## config.mk

```make
export PLATFORM = sky130hd
export DESIGN_NAME = logic_op_encoder
export DESIGN_NICKNAME = d
export VERILOG_FILES = /design/src/rtl/lop_pkg.sv /design/src/rtl/lop_fifo.sv /design/src/rtl/logic_op_encoder.sv
export SDC_FILE = /design/constraint.sdc
export NUM_CORES = 1
export LEC_CHECK = 0
export CORE_AREA = 2 2 76 78
export CTS_CLUSTER_SIZE = 16
export DETAILED_ROUTE_END_ITERATION = 6
export DIE_AREA = 0 0 78 80
export GPL_ROUTABILITY_DRIVEN = 1
export HOLD_SLACK_MARGIN = 0.02
export PLACE_DENSITY = 0.43
export SLEW_MARGIN = 20
export SYNTH_ARGS = -nofsm -noshare
export SYNTH_HDL_FRONTEND = slang
export SYNTH_HIERARCHICAL = 1
export SYNTH_SLANG_ARGS = --single-unit
```

## constraint.sdc

```tcl
create_clock -name clk -period 5 [get_ports clk]
set_input_delay 1.25 -clock clk [delete_from_list [all_inputs] [get_ports clk]]
set_output_delay 1.25 -clock clk [all_outputs]
set_load 0.01 [all_outputs]
```

## src/rtl/lop_pkg.sv

```systemverilog
// rtl/lop_pkg.sv - shared opcode constants, entry type and one-hot helper for the logic-op path
//
// Purpose: common definitions used by the logic-op encoder, its FIFO, the decoder
//          and the operation tests.
// Contents:
//   OP_AND/OP_XOR/OP_OR/OP_NOT  2-bit {A,B} opcodes consumed by the decoder
//   lop_entry_t                 4-bit buffered entry {a,b,o0,o1}
//   onehot4()                   1 when a 4-bit select vector has exactly one bit set

package lop_pkg;

  localparam logic [1:0] OP_AND = 2'b00;
  localparam logic [1:0] OP_XOR = 2'b01;
  localparam logic [1:0] OP_OR  = 2'b10;
  localparam logic [1:0] OP_NOT = 2'b11;

  typedef struct packed {
    logic a;
    logic b;
    logic o0;
    logic o1;
  } lop_entry_t;

  // Clearing the lowest set bit leaves zero only when at most one bit was set;
  // the non-zero term rules out the zero-hot case.
  function automatic logic onehot4(input logic [3:0] sel);
    return (sel != 4'd0) && ((sel & (sel - 4'd1)) == 4'd0);
  endfunction

endpackage

```

## src/rtl/lop_fifo.sv

```systemverilog
// rtl/lop_fifo.sv - small synchronous FIFO with wrapping pointers and occupancy count
//
// Purpose: buffers encoded logic-op entries between the encoder and the operation unit.
// Parameters: DEPTH (power of two, >= 2), WIDTH (entry bits)
// Ports:
//   clk          in   rising-edge clock
//   rst          in   synchronous active-high reset, empties the FIFO
//   i_push       in   write i_push_data (ignored when full)
//   i_push_data  in   WIDTH-bit entry
//   i_pop        in   advance head (ignored when empty)
//   o_pop_data   out  head entry while non-empty, last popped entry while empty
//   o_full       out  DEPTH entries held
//   o_empty      out  no entries held
//   o_level      out  occupancy, $clog2(DEPTH)+1 bits

module lop_fifo #(
  parameter int DEPTH = 4,
  parameter int WIDTH = 4
) (
  input  logic                       clk,
  input  logic                       rst,
  input  logic                       i_push,
  input  logic [WIDTH-1:0]           i_push_data,
  input  logic                       i_pop,
  output logic [WIDTH-1:0]           o_pop_data,
  output logic                       o_full,
  output logic                       o_empty,
  output logic [$clog2(DEPTH):0]     o_level
);

  localparam int AW = $clog2(DEPTH);

  logic [WIDTH-1:0] r_mem [DEPTH];
  logic [AW-1:0]    r_wr_ptr;
  logic [AW-1:0]    r_rd_ptr;
  logic [AW:0]      r_level;
  logic [WIDTH-1:0] r_last;

  logic w_push;
  logic w_pop;

  assign o_full  = (r_level == (AW+1)'(DEPTH));
  assign o_empty = (r_level == '0);
  assign w_push  = i_push & ~o_full;
  assign w_pop   = i_pop & ~o_empty;

  // Storage needs no reset: an entry is only read after it has been written.
  always_ff @(posedge clk) begin
    if (w_push) begin
      r_mem[r_wr_ptr] <= i_push_data;
    end
  end

  // Pointers wrap naturally at DEPTH because DEPTH is a power of two.
  always_ff @(posedge clk) begin
    if (rst) begin
      r_wr_ptr <= '0;
      r_rd_ptr <= '0;
      r_level  <= '0;
      r_last   <= '0;
    end else begin
      if (w_push) begin
        r_wr_ptr <= r_wr_ptr + AW'(1);
      end
      if (w_pop) begin
        r_rd_ptr <= r_rd_ptr + AW'(1);
        r_last   <= r_mem[r_rd_ptr];
      end
      case ({w_push, w_pop})
        2'b10:   r_level <= r_level + (AW+1)'(1);
        2'b01:   r_level <= r_level - (AW+1)'(1);
        default: r_level <= r_level;
      endcase
    end
  end

  // While empty the head shows the last entry handed downstream (zero after reset).
  assign o_pop_data = o_empty ? r_last : r_mem[r_rd_ptr];
  assign o_level    = r_level;

endmodule

```

## src/rtl/logic_op_encoder.sv

```systemverilog
// rtl/logic_op_encoder.sv - encodes one-hot logic-op requests into {A,B} opcodes and buffers them
//
// Purpose: issue side of the 2-bit logic-op decoder. One-hot AND/OR/XOR/NOT requests with two
//          operand bits are encoded, queued in lop_fifo and drained over a valid/ready link.
//          Zero-hot or multi-hot requests are consumed, dropped and flagged.
// Build option: LOP_ENC_ERRCNT_EN adds parameter ERR_W and a saturating err_count output.
// Ports:
//   clk, rst                 clock, synchronous active-high reset
//   in_valid / in_ready      request handshake (in_ready = !full)
//   req_and/or/xor/not       one-hot operation select
//   in_o0, in_o1             operand bits
//   out_valid / out_ready    head handshake (out_valid = !empty)
//   out_a, out_b             opcode bits for the decoder
//   out_o0, out_o1           operand bits of head
//   err_illegal              1-cycle pulse after an illegal request is consumed
//   level                    FIFO occupancy
//   err_count                saturating illegal-request count (LOP_ENC_ERRCNT_EN only)

module logic_op_encoder
  import lop_pkg::*;
#(
  parameter int DEPTH = 4
`ifdef LOP_ENC_ERRCNT_EN
  ,
  parameter int ERR_W = 8
`endif
) (
  input  logic                   clk,
  input  logic                   rst,
  input  logic                   in_valid,
  output logic                   in_ready,
  input  logic                   req_and,
  input  logic                   req_or,
  input  logic                   req_xor,
  input  logic                   req_not,
  input  logic                   in_o0,
  input  logic                   in_o1,
  output logic                   out_valid,
  input  logic                   out_ready,
  output logic                   out_a,
  output logic                   out_b,
  output logic                   out_o0,
  output logic                   out_o1,
  output logic                   err_illegal,
  output logic [$clog2(DEPTH):0] level
`ifdef LOP_ENC_ERRCNT_EN
  ,
  output logic [ERR_W-1:0]       err_count
`endif
);

  logic [3:0]  w_sel;
  logic        w_legal;
  logic        w_accept;
  logic        w_push;
  logic        w_full;
  logic        w_empty;
  logic [1:0]  w_op;
  lop_entry_t  w_push_entry;
  lop_entry_t  w_head;
  logic [3:0]  w_head_bits;
  logic        r_err_illegal;

  assign w_sel    = {req_and, req_or, req_xor, req_not};
  assign w_legal  = onehot4(w_sel);
  assign in_ready = ~w_full;
  assign w_accept = in_valid & in_ready;
  assign w_push   = w_accept & w_legal;

  always_comb begin
    w_op = OP_AND;
    case (w_sel)
      4'b1000: w_op = OP_AND;
      4'b0100: w_op = OP_OR;
      4'b0010: w_op = OP_XOR;
      4'b0001: w_op = OP_NOT;
      default: w_op = OP_AND;
    endcase
  end

  assign w_push_entry = '{a: w_op[1], b: w_op[0], o0: in_o0, o1: in_o1};

  lop_fifo #(
    .DEPTH (DEPTH),
    .WIDTH (4)
  ) u_fifo (
    .clk         (clk),
    .rst         (rst),
    .i_push      (w_push),
    .i_push_data (w_push_entry),
    .i_pop       (out_valid & out_ready),
    .o_pop_data  (w_head_bits),
    .o_full      (w_full),
    .o_empty     (w_empty),
    .o_level     (level)
  );

  assign w_head    = lop_entry_t'(w_head_bits);
  assign out_valid = ~w_empty;
  assign out_a     = w_head.a;
  assign out_b     = w_head.b;
  assign out_o0    = w_head.o0;
  assign out_o1    = w_head.o1;

  always_ff @(posedge clk) begin
    if (rst) begin
      r_err_illegal <= 1'b0;
    end else begin
      r_err_illegal <= w_accept & ~w_legal;
    end
  end

  assign err_illegal = r_err_illegal;

`ifdef LOP_ENC_ERRCNT_EN
  logic [ERR_W-1:0] r_err_count;

  always_ff @(posedge clk) begin
    if (rst) begin
      r_err_count <= '0;
    end else if (w_accept && !w_legal && (r_err_count != '1)) begin
      r_err_count <= r_err_count + ERR_W'(1);
    end
  end

  assign err_count = r_err_count;
`endif

endmodule
```

## Word-level counts from Yosys, hierarchy flattened

Memories as Yosys holds them, arrays and structs flattened. A register that Yosys moved wholly into a read port is not among the register bits.
Index checks and enable logic that the tools add are counted.

| word-level totals | value |
|---|---|
| bits of input ports | 10 |
| output and inout bits | 10 |
| register bits after elaboration | 12 |
| memories kept | 1 |
| RAM bits | 16 |

Memories:

| name | words | bits a word | rd ports | clocked after Yosys merged registers in | write ports | RTL line | text |
|---|---|---|---|---|---|---|---|
| u_fifo.r_mem | 4 | 4 | 1 | 1 | 1 | lop_fifo.sv:33 | `logic [WIDTH-1:0] r_mem [DEPTH];` |

| operators by class | value |
|---|---|
| multiplexer cells | 7 |
| $add $sub $neg | 5 |
| bitwise gates (word level) | 10 |
| eq/ne operators | 6 |
| reductions and logical operators | 5 |

Operators with widths:

| kind | count |
|---|---|
| $and 1x1->1 | 6 |
| $pmux 2 s3 | 1 |
| $pmux 3 s2 | 1 |
| $add 2x1->2 const B | 2 |
| $and 4x4->4 | 1 |
| $eq 4x1->1 const B | 1 |
| $eq 4x2->1 const B | 1 |
| $eq 4x3->1 const B | 1 |
| $logic_not 4->1 | 1 |
| $mux 2 | 2 |
| $mux 4 | 1 |
| $reduce_bool 4->1 | 1 |
| $sub 4x1->4 const B | 1 |
| $add 3x1->3 const B | 1 |
| $eq 3x3->1 const B | 1 |
| $logic_not 3->1 | 1 |
| $not 1->1 | 3 |
| $sub 3x1->3 const B | 1 |
| $eq 2x1->1 const B | 1 |
| $eq 2x2->1 const B | 1 |
| $mux 1 | 2 |
| $reduce_bool 2->1 | 1 |
| $logic_and 1x1->1 | 1 |

## Longest topological paths before layout

Gate-level depths: netlist of run 1.

| depth | value |
|---|---|
| depth in word-level cells | 8 |
| gate-level depth with buffers | 15 |

## Hierarchy

The synthesis of run 1 kept the hierarchy.

Modules (own cells, without submodules):

| module | instances | cells an instance | area an instance (um2) |
|---|---|---|---|
| lop_fifo | 1 | 91 | 1255.0 |
| logic_op_encoder | 1 | 13 | 100.1 |

## Worst setup path after synthesis of run 1

Ideal clock, no wire load.

| timing path | value |
|---|---|
| path kind | input to register |
| from | in req_xor |
| to | reg u_fifo.r_level[2] (netlist: u_fifo/o_level[2]) |
| buffers on the path | 0 |
| path slack | 1873 ps |
| cell stages on the path | 12 |
| arrival | 3057 ps |
| cells stage by stage | xnor2_1 nor3_2 o21ba_1 inv_1 nor2_1 inv_1 ha_1 inv_1 fa_1 xor2_1 or3_1 a21oi_1 |

| between the ends | value |
|---|---|
| cells in the longest elaborated chain, start to end | 8 |

Ends and longest elaborated chain:

| what | RTL line | text |
|---|---|---|
| from (decl) | logic_op_encoder.sv:34 | `input logic req_xor,` |
| $sub 4x1->4 | lop_pkg.sv:27 | `return (sel != 4'd0) && ((sel & (sel - 4'd1)) == 4'd0);` |
| $and 4x4->4 | lop_pkg.sv:27 |  |
| $logic_not 4->1 | lop_pkg.sv:27 |  |
| $logic_and 1x1->1 * | lop_pkg.sv:27 |  |
| $and 1x1->1 * | logic_op_encoder.sv:68 | `assign w_push = w_accept & w_legal;` |
| named net w_push | logic_op_encoder.sv:55 | `logic w_push;` |
| $and 1x1->1 * | lop_fifo.sv:44 | `assign w_push = i_push & ~o_full;` |
| $eq 2x1->1 / $eq 2x2->1 (equally long branches) | lop_fifo.sv:69 | `case ({w_push, w_pop})` |
| $pmux 3 s2 / $reduce_bool 2->1 (equally long branches) | -- |  |
| to (signal assigned) | lop_fifo.sv:70 | `2'b10: r_level <= r_level + (AW+1)'(1);` |
| to (signal assigned) | lop_fifo.sv:71 | `2'b01: r_level <= r_level - (AW+1)'(1);` |
| to (signal assigned) | lop_fifo.sv:72 | `default: r_level <= r_level;` |
| to (decl) | lop_fifo.sv:36 | `logic [AW:0] r_level;` |

The timed path passes the listed nets; every way through them passes the cells marked *.
A chain may end at the register's enable or synchronous reset.

## Worst setup path after layout of run 1

| timing path | value |
|---|---|
| from | in req_not |
| to | reg u_fifo.r_level[2] (netlist: u_fifo/o_level[2]) |

| between the ends | value |
|---|---|
| cells in the longest elaborated chain, start to end | 8 |

Ends and longest elaborated chain:

| what | RTL line | text |
|---|---|---|
| from (decl) | logic_op_encoder.sv:35 | `input logic req_not,` |
| $sub 4x1->4 | lop_pkg.sv:27 |  |
| $and 4x4->4 | lop_pkg.sv:27 |  |
| $logic_not 4->1 | lop_pkg.sv:27 |  |
| $logic_and 1x1->1 * | lop_pkg.sv:27 |  |
| $and 1x1->1 * | logic_op_encoder.sv:68 |  |
| named net w_push | logic_op_encoder.sv:55 |  |
| $and 1x1->1 * | lop_fifo.sv:44 |  |
| $eq 2x1->1 / $eq 2x2->1 (equally long branches) | lop_fifo.sv:69 |  |
| $pmux 3 s2 / $reduce_bool 2->1 (equally long branches) | -- |  |

Marks and branches as above.

==> results.toml, run 1 <==
[die]
rows = 27
core_area_um2 = 5410
initial_utilization_pct = 25.1
die_h_um = 80
dieWidth_um = 78
dieArea_um2 = 6240
io_pins = 20

[sta]
final_hold_viol_count = 0
slew-limit-headroom_pct = 61.4
post-route-min-period_ns = 3.52
fin_skew_ns = 0.00378
worst_pin_slew_ns = 0.577
finalCritPeriodShare_pct = 70.3
slew_violations = 0
worst_slack_ns = 1.48
tns_ns = 0
setup_violations = 0
fmax_mhz = 284
rsz0062_at_grt = "no"

[critical_path]
crit_top_cell = "inv_1"
arrival_ns = 3.71
critPathMaxFanout = 7
path_buf_inv = 4
slowest_stage = "clkdlybuf4s50_1"
worst_path_largest_cell_delay_ns = 0.52
start_kind = "input port"
crit_family = "buffers and inverters"
cp_data_required_time_ns = 5.20
endpoint_kind = "flop"
path_cells = "clkdlybuf4s50_1 > xnor2_1 > nor3_2 > o21ba_1 > inv_1 > nor2_1 > inv_1 > ha_1 > inv_1 > fa_1 > xor2_1 > or3_1 > a21oi_1"
critPathKind = "input port to flop"

[yosys]
ys_types = 31
synth_edf_count = 16
yosys-top-cells-area = "edfxtp_1, dfxtp_1, mux4_2"
ys_seq_elements = 30
synth.most_common_cell = "edfxtp_1"
yosys_warnings = 6
netlist_area_um2 = 1360
synth_top_cell_by_area = "edfxtp_1"
synth_cells = 104
yosysSeqAreaShare_pct = 56.1
synth_ff_type = "edfxtp_1"
async_flop_share_pct = 0
synthTopCellsByCount = "edfxtp_1, dfxtp_1, nor2_1"
synth_area_per_cell_um2 = 13.0
synth_nets = 120
synth_top_area_share_pct = 35.5

[drt]
drt-wirelength-per-cell_um = 11.9
drtIter0Drc = 25
drc = 0
num_vias = 827
ant_nets = 0
drt_wl_total_um = 2380
first_pass_iters = 4
vias_per_cell = 4.11

[clocking]
clk_pin_slew_ns = 0.06
cts_buffer_depth = 2
clock-sinks = 30
postCtsSetupBuffers = 0
cts-root-buf = "clkbuf_8"
ctsResizeCount = 0
htreeDepth = 2
cts_tree = "built"
cts_hold_buffers = 0
cts_buffers = 5
clkLatencyLatePin_ns = 0.27

[final_layout]
num_antenna_cells = 0
multi_input_area_um2 = 543
final_cell_area_um2 = 1710
fillCellCount = 566
fin_nets = 144
stdcell_count = 201
area.growth.synth_to_final_pct = 26.0
final-seq-area_um2 = 761
drive_gt1_share_pct = 16.3

[placement]
place_ws_ns = 1.19
dp_cells = 193
dpl_cell_area_um2 = 1630
place_congestion = 0.692
portBuffers = 19

[power]
cellLeakagePower_nw = 0.631
power.density_nw_per_um2 = 289
p_switching_mw = 0.109
clkPwrFrac_pct = 36.1
power.total_mw = 0.494
power.internal_mw = 0.385
pwr-share-seq_pct = 54.2
switching_share_pct = 22.0
power_frac_comb_pct = 9.7
peakVddDrop_uv = 94.9

[min_path]
min_path_type = "flop to flop"

[run]
drv_cap = 0

[grt]
grt_pass1_vias = 881
grt_max_degree = 14
grtUsageTotal_pct = 8.67
grt_overflow_total = 0
antenna_found_initial = 0
grt_pass1_wl_um = 4080

[run_status]
outcome = "completed"
per-layer routing:
| layer | GRT usage [%] | part of all wire (%) | vias up |
|---|---|---|---|
| met1 | 8.75 | 42 | 389 |
| li1 | - | - | 414 |
| met4 | 4.74 | 2.1 | 0 |
| met5 | 0 | 0 | - |
| met2 | 15.5 | 51 | 18 |
| met3 | 3.17 | 4.5 | 6 |
logic make-up (layout without fill, tap and decap cells):
logic type | Yosys count | in the layout | share of synthesized area [%]
fa+ha+maj | 6 | 6 | 6.09
simple gates | 26 | 26 | 10.2
buf+inv | 13 | 38 | 3.79
xor+xnor | 7 | 7 | 4.52
compound gates | 10 | 10 | 6.37
flops | 30 | 30 | 56.1
mux | 12 | 12 | 12.9
power groups by stage:
| stage | Combinational, mW | Clock, mW | Sequential (mW) |
|---|---|---|---|
| after global placement | 0.0478 | 0 | 0.273 |
| after CTS | 0.0490 | 0.188 | 0.268 |
| after global routing | 0.0533 | 0.197 | 0.268 |
| after detailed placement | 0.0488 | 0 | 0.273 |
| after floorplan | 0.0249 | 0 | 0.273 |
| final | 0.0479 | 0.178 | 0.268 |
worst reg2reg max path: cells and delay by family, from the launching register on:
kind            cells  cell delay, ns
simple gates        4            0.93
fa+ha+maj           2            0.54
flops               1            0.47
xor+xnor            1            0.15
compound gates      2            0.35
buf+inv             5            0.44
area by class of cell:
type                       count  area share [%]
sequential                    30            44.5
multi-input combinational     61            31.8
timing repair buffer          19            11.1
tap                           72            5.27
clock buffer                   6            4.25
inverter                      11            2.49
clock inverter                 2           0.513
state kept, by name, summed over array words and instances (netlist names), named ones only:
signal           flops
err_illegal          1
u_fifo/o_level       3
u_fifo/r_last        4
u_fifo/r_mem        16
u_fifo/r_rd_ptr      2
u_fifo/r_wr_ptr      2
layout by cell type, fill, tap and decap left out, types with 3 or more instances in the layout:
cell type,count
inv_1,10
mux2i_1,4
mux4_2,4
clkbuf_8,5
clkdlybuf4s50_1,19
mux2_2,4
xnor2_1,3
and3_1,4
dfxtp_1,14
edfxtp_1,16
nor2_1,11
xor2_1,4
ha_1,5
worst paths after layout:
| kind | from | to | slack, ns | cells past startpoint |
|---|---|---|---|---|
| max | req_not | u_fifo/o_level[2] | 1.48 | 13 |
| min | u_fifo/r_last[2] | u_fifo/r_last[2] | 0.49 | 2 |
| max reg2reg | u_fifo/o_level[2] | u_fifo/o_level[2] | 2.06 | 14 |
| min reg2reg | u_fifo/r_last[2] | u_fifo/r_last[2] | 0.49 | 2 |
through the flow:
step                hold WS [ns]  utilization (%)
global placement           0.468             30.1
CTS                        0.498             31.6
detailed placement         0.483             30.1
global route               0.530             31.6
floorplan                  0.458                -
finish                     0.490             31.6
No activity file was read; power rests on OpenSTA's default activity.
==> inputs of run 2 (changes only) <==
==> constraint.sdc (replaced) <==
create_clock -name clk -period 3.4 [get_ports clk]
set_input_delay 0.85 -clock clk [delete_from_list [all_inputs] [get_ports clk]]
set_output_delay 0.85 -clock clk [all_outputs]
set_load 0.01 [all_outputs]
==> run 2 against run 1 <==
Critical path depth did not move. Die area did not move. Highest routed layer unchanged. Power rose by 47%. Sequential cell count did not move. Sequential power rose by 47%. Routed wire length rose by 1.2%. Register-to-register slack got worse by 1.6 ns. Clock-buffer cell count fell by 1.
==> results.toml, run 2 (same netlist as run 1, synthesis figures left out) <==
[critical_path]
critPathKind = "input port to flop"
critPathMaxFanout = 6
r2r_slack_ns = 0.49
endpoint_kind = "flop"
arrival_ns = 3.28
startpoint = "req_not"
timing.rr.start = "u_fifo/o_level[2]"
cp_data_required_time_ns = 3.60
start_kind = "input port"

[drt]
drc = 0
vias_per_cell = 4.15
ant_nets = 0
drt-wirelength-per-cell_um = 11.9
drt_wl_total_um = 2410
num_vias = 838
first_pass_iters = 4
drtIter0Drc = 28

[sta]
post-route-min-period_ns = 3.07
rsz0062_at_grt = "no"
slew_violations = 0
final_hold_viol_count = 0
fin_skew_ns = 0.00491
tns_ns = 0
slew-limit-headroom_pct = 64.1
setup_violations = 0
worst_pin_slew_ns = 0.537
fmax_mhz = 326
finalCritPeriodShare_pct = 90.3
worst_slack_ns = 0.329

[placement]
place_congestion = 0.688
place_ws_ns = 0.0200
portBuffers = 19
dp_hpwl_um = 1800
dp_cells = 194

[grt]
busiest_layer = "met2"
grt_pass1_vias = 822
grt_max_degree = 14
antenna_found_initial = 0
grt_overflow_total = 0
grt_pass1_wl_um = 3860
use_met3_pct = 3.96
met2_usage_pct = 13.0
met1_usage_pct = 9.51
grtUsageTotal_pct = 8.33

[final_layout]
fin_nets = 145
area.growth.synth_to_final_pct = 26.5
multi_input_area_um2 = 543
stdcell_count = 202
final_util_pct = 31.7
fillCellCount = 590
final-seq-area_um2 = 761
largest_register_ffs = 16
top_register = "u_fifo/r_mem"
final_cell_mix = "clkdlybuf4s50_1, edfxtp_1, dfxtp_1"
drive_gt1_share_pct = 16.2
num_antenna_cells = 0
layout_commonest_cell = "clkdlybuf4s50_1"

[die]
io_pins = 20
rows = 27
dieArea_um2 = 6240
dieWidth_um = 78
die_h_um = 80
initial_utilization_pct = 25.1
core_area_um2 = 5410

[min_path]
min_from = "u_fifo/r_last[2]"
min_path_type = "flop to flop"

[clocking]
postCtsSetupBuffers = 0
clkLatencyLatePin_ns = 0.28
ctsResizeCount = 0
htreeDepth = 2
clock-sinks = 30
clk_pin_slew_ns = 0.06
cts-root-buf = "clkbuf_8"
cts_hold_buffers = 0
cts_buffer_depth = 2
cts_tree = "built"
cts_buffers = 5

[power]
cellLeakagePower_nw = 0.634
power.density_nw_per_um2 = 423
peakVddDrop_uv = 201

[run_status]
outcome = "completed"

[run]
drv_cap = 0
## run 2: cell count changes in the layout (fill, tap and decap cells not counted), sizes merged
| cell | change |
|---|---|
| buf | +1 |
| clkinv | +1 |
| clkbuf | -1 |
## run 2: layer usage
| layer | vias up | wire [um] |
|---|---|---|
| li1 | 418 | - |
| met1 | 396 | 1050 |
| met2 | 20 | 1190 |
| met3 | 4 | 134 |
| met4 | 0 | 35 |
| met5 | - | 0 |
## run 2: power breakdown
group          leakage (nW)  internal, mW  total, mW  switching, mW
registers             0.261         0.388      0.394        0.00588
logic                 0.333        0.0391     0.0712         0.0322
clock network        0.0407         0.136      0.260          0.124
## run 2: worst max-delay path, cell delays in order
cell and delay, ns:
clkdlybuf4s50_1 0.53, xnor2_1 0.15, nor3_2 0.10, o21ba_1 0.20
inv_1 0.11, nor2_1 0.07, inv_1 0.05, ha_1 0.17
inv_1 0.06, fa_1 0.37, xor2_1 0.16, or3_1 0.31
a21oi_1 0.15
## run 2: stage by stage
stage	power, mW	cell area, um^2	hold WS [ns]
final	0.725	1710	0.493
after global routing	0.757	1710	0.536
after CTS	0.739	1710	0.500
after detailed placement	0.474	1630	0.483
after global placement	0.473	1630	0.468
after floorplan	0.438	1360	0.458
## run 2: area by class of cell
type / count / share of cell area [%]
sequential: 30 / 44.4
tap: 72 / 5.26
timing repair buffer: 20 / 11.5
multi-input combinational: 61 / 31.7
inverter: 11 / 2.48
clock inverter: 3 / 0.657
clock buffer: 5 / 4.01
## run 2: path summary, 6_finish.rpt
check | endpoint | depth (start not counted)
max | u_fifo/o_level[2] | 13
min | u_fifo/r_last[2] | 2
max reg2reg | u_fifo/o_level[2] | 14
min reg2reg | u_fifo/r_last[2] | 2
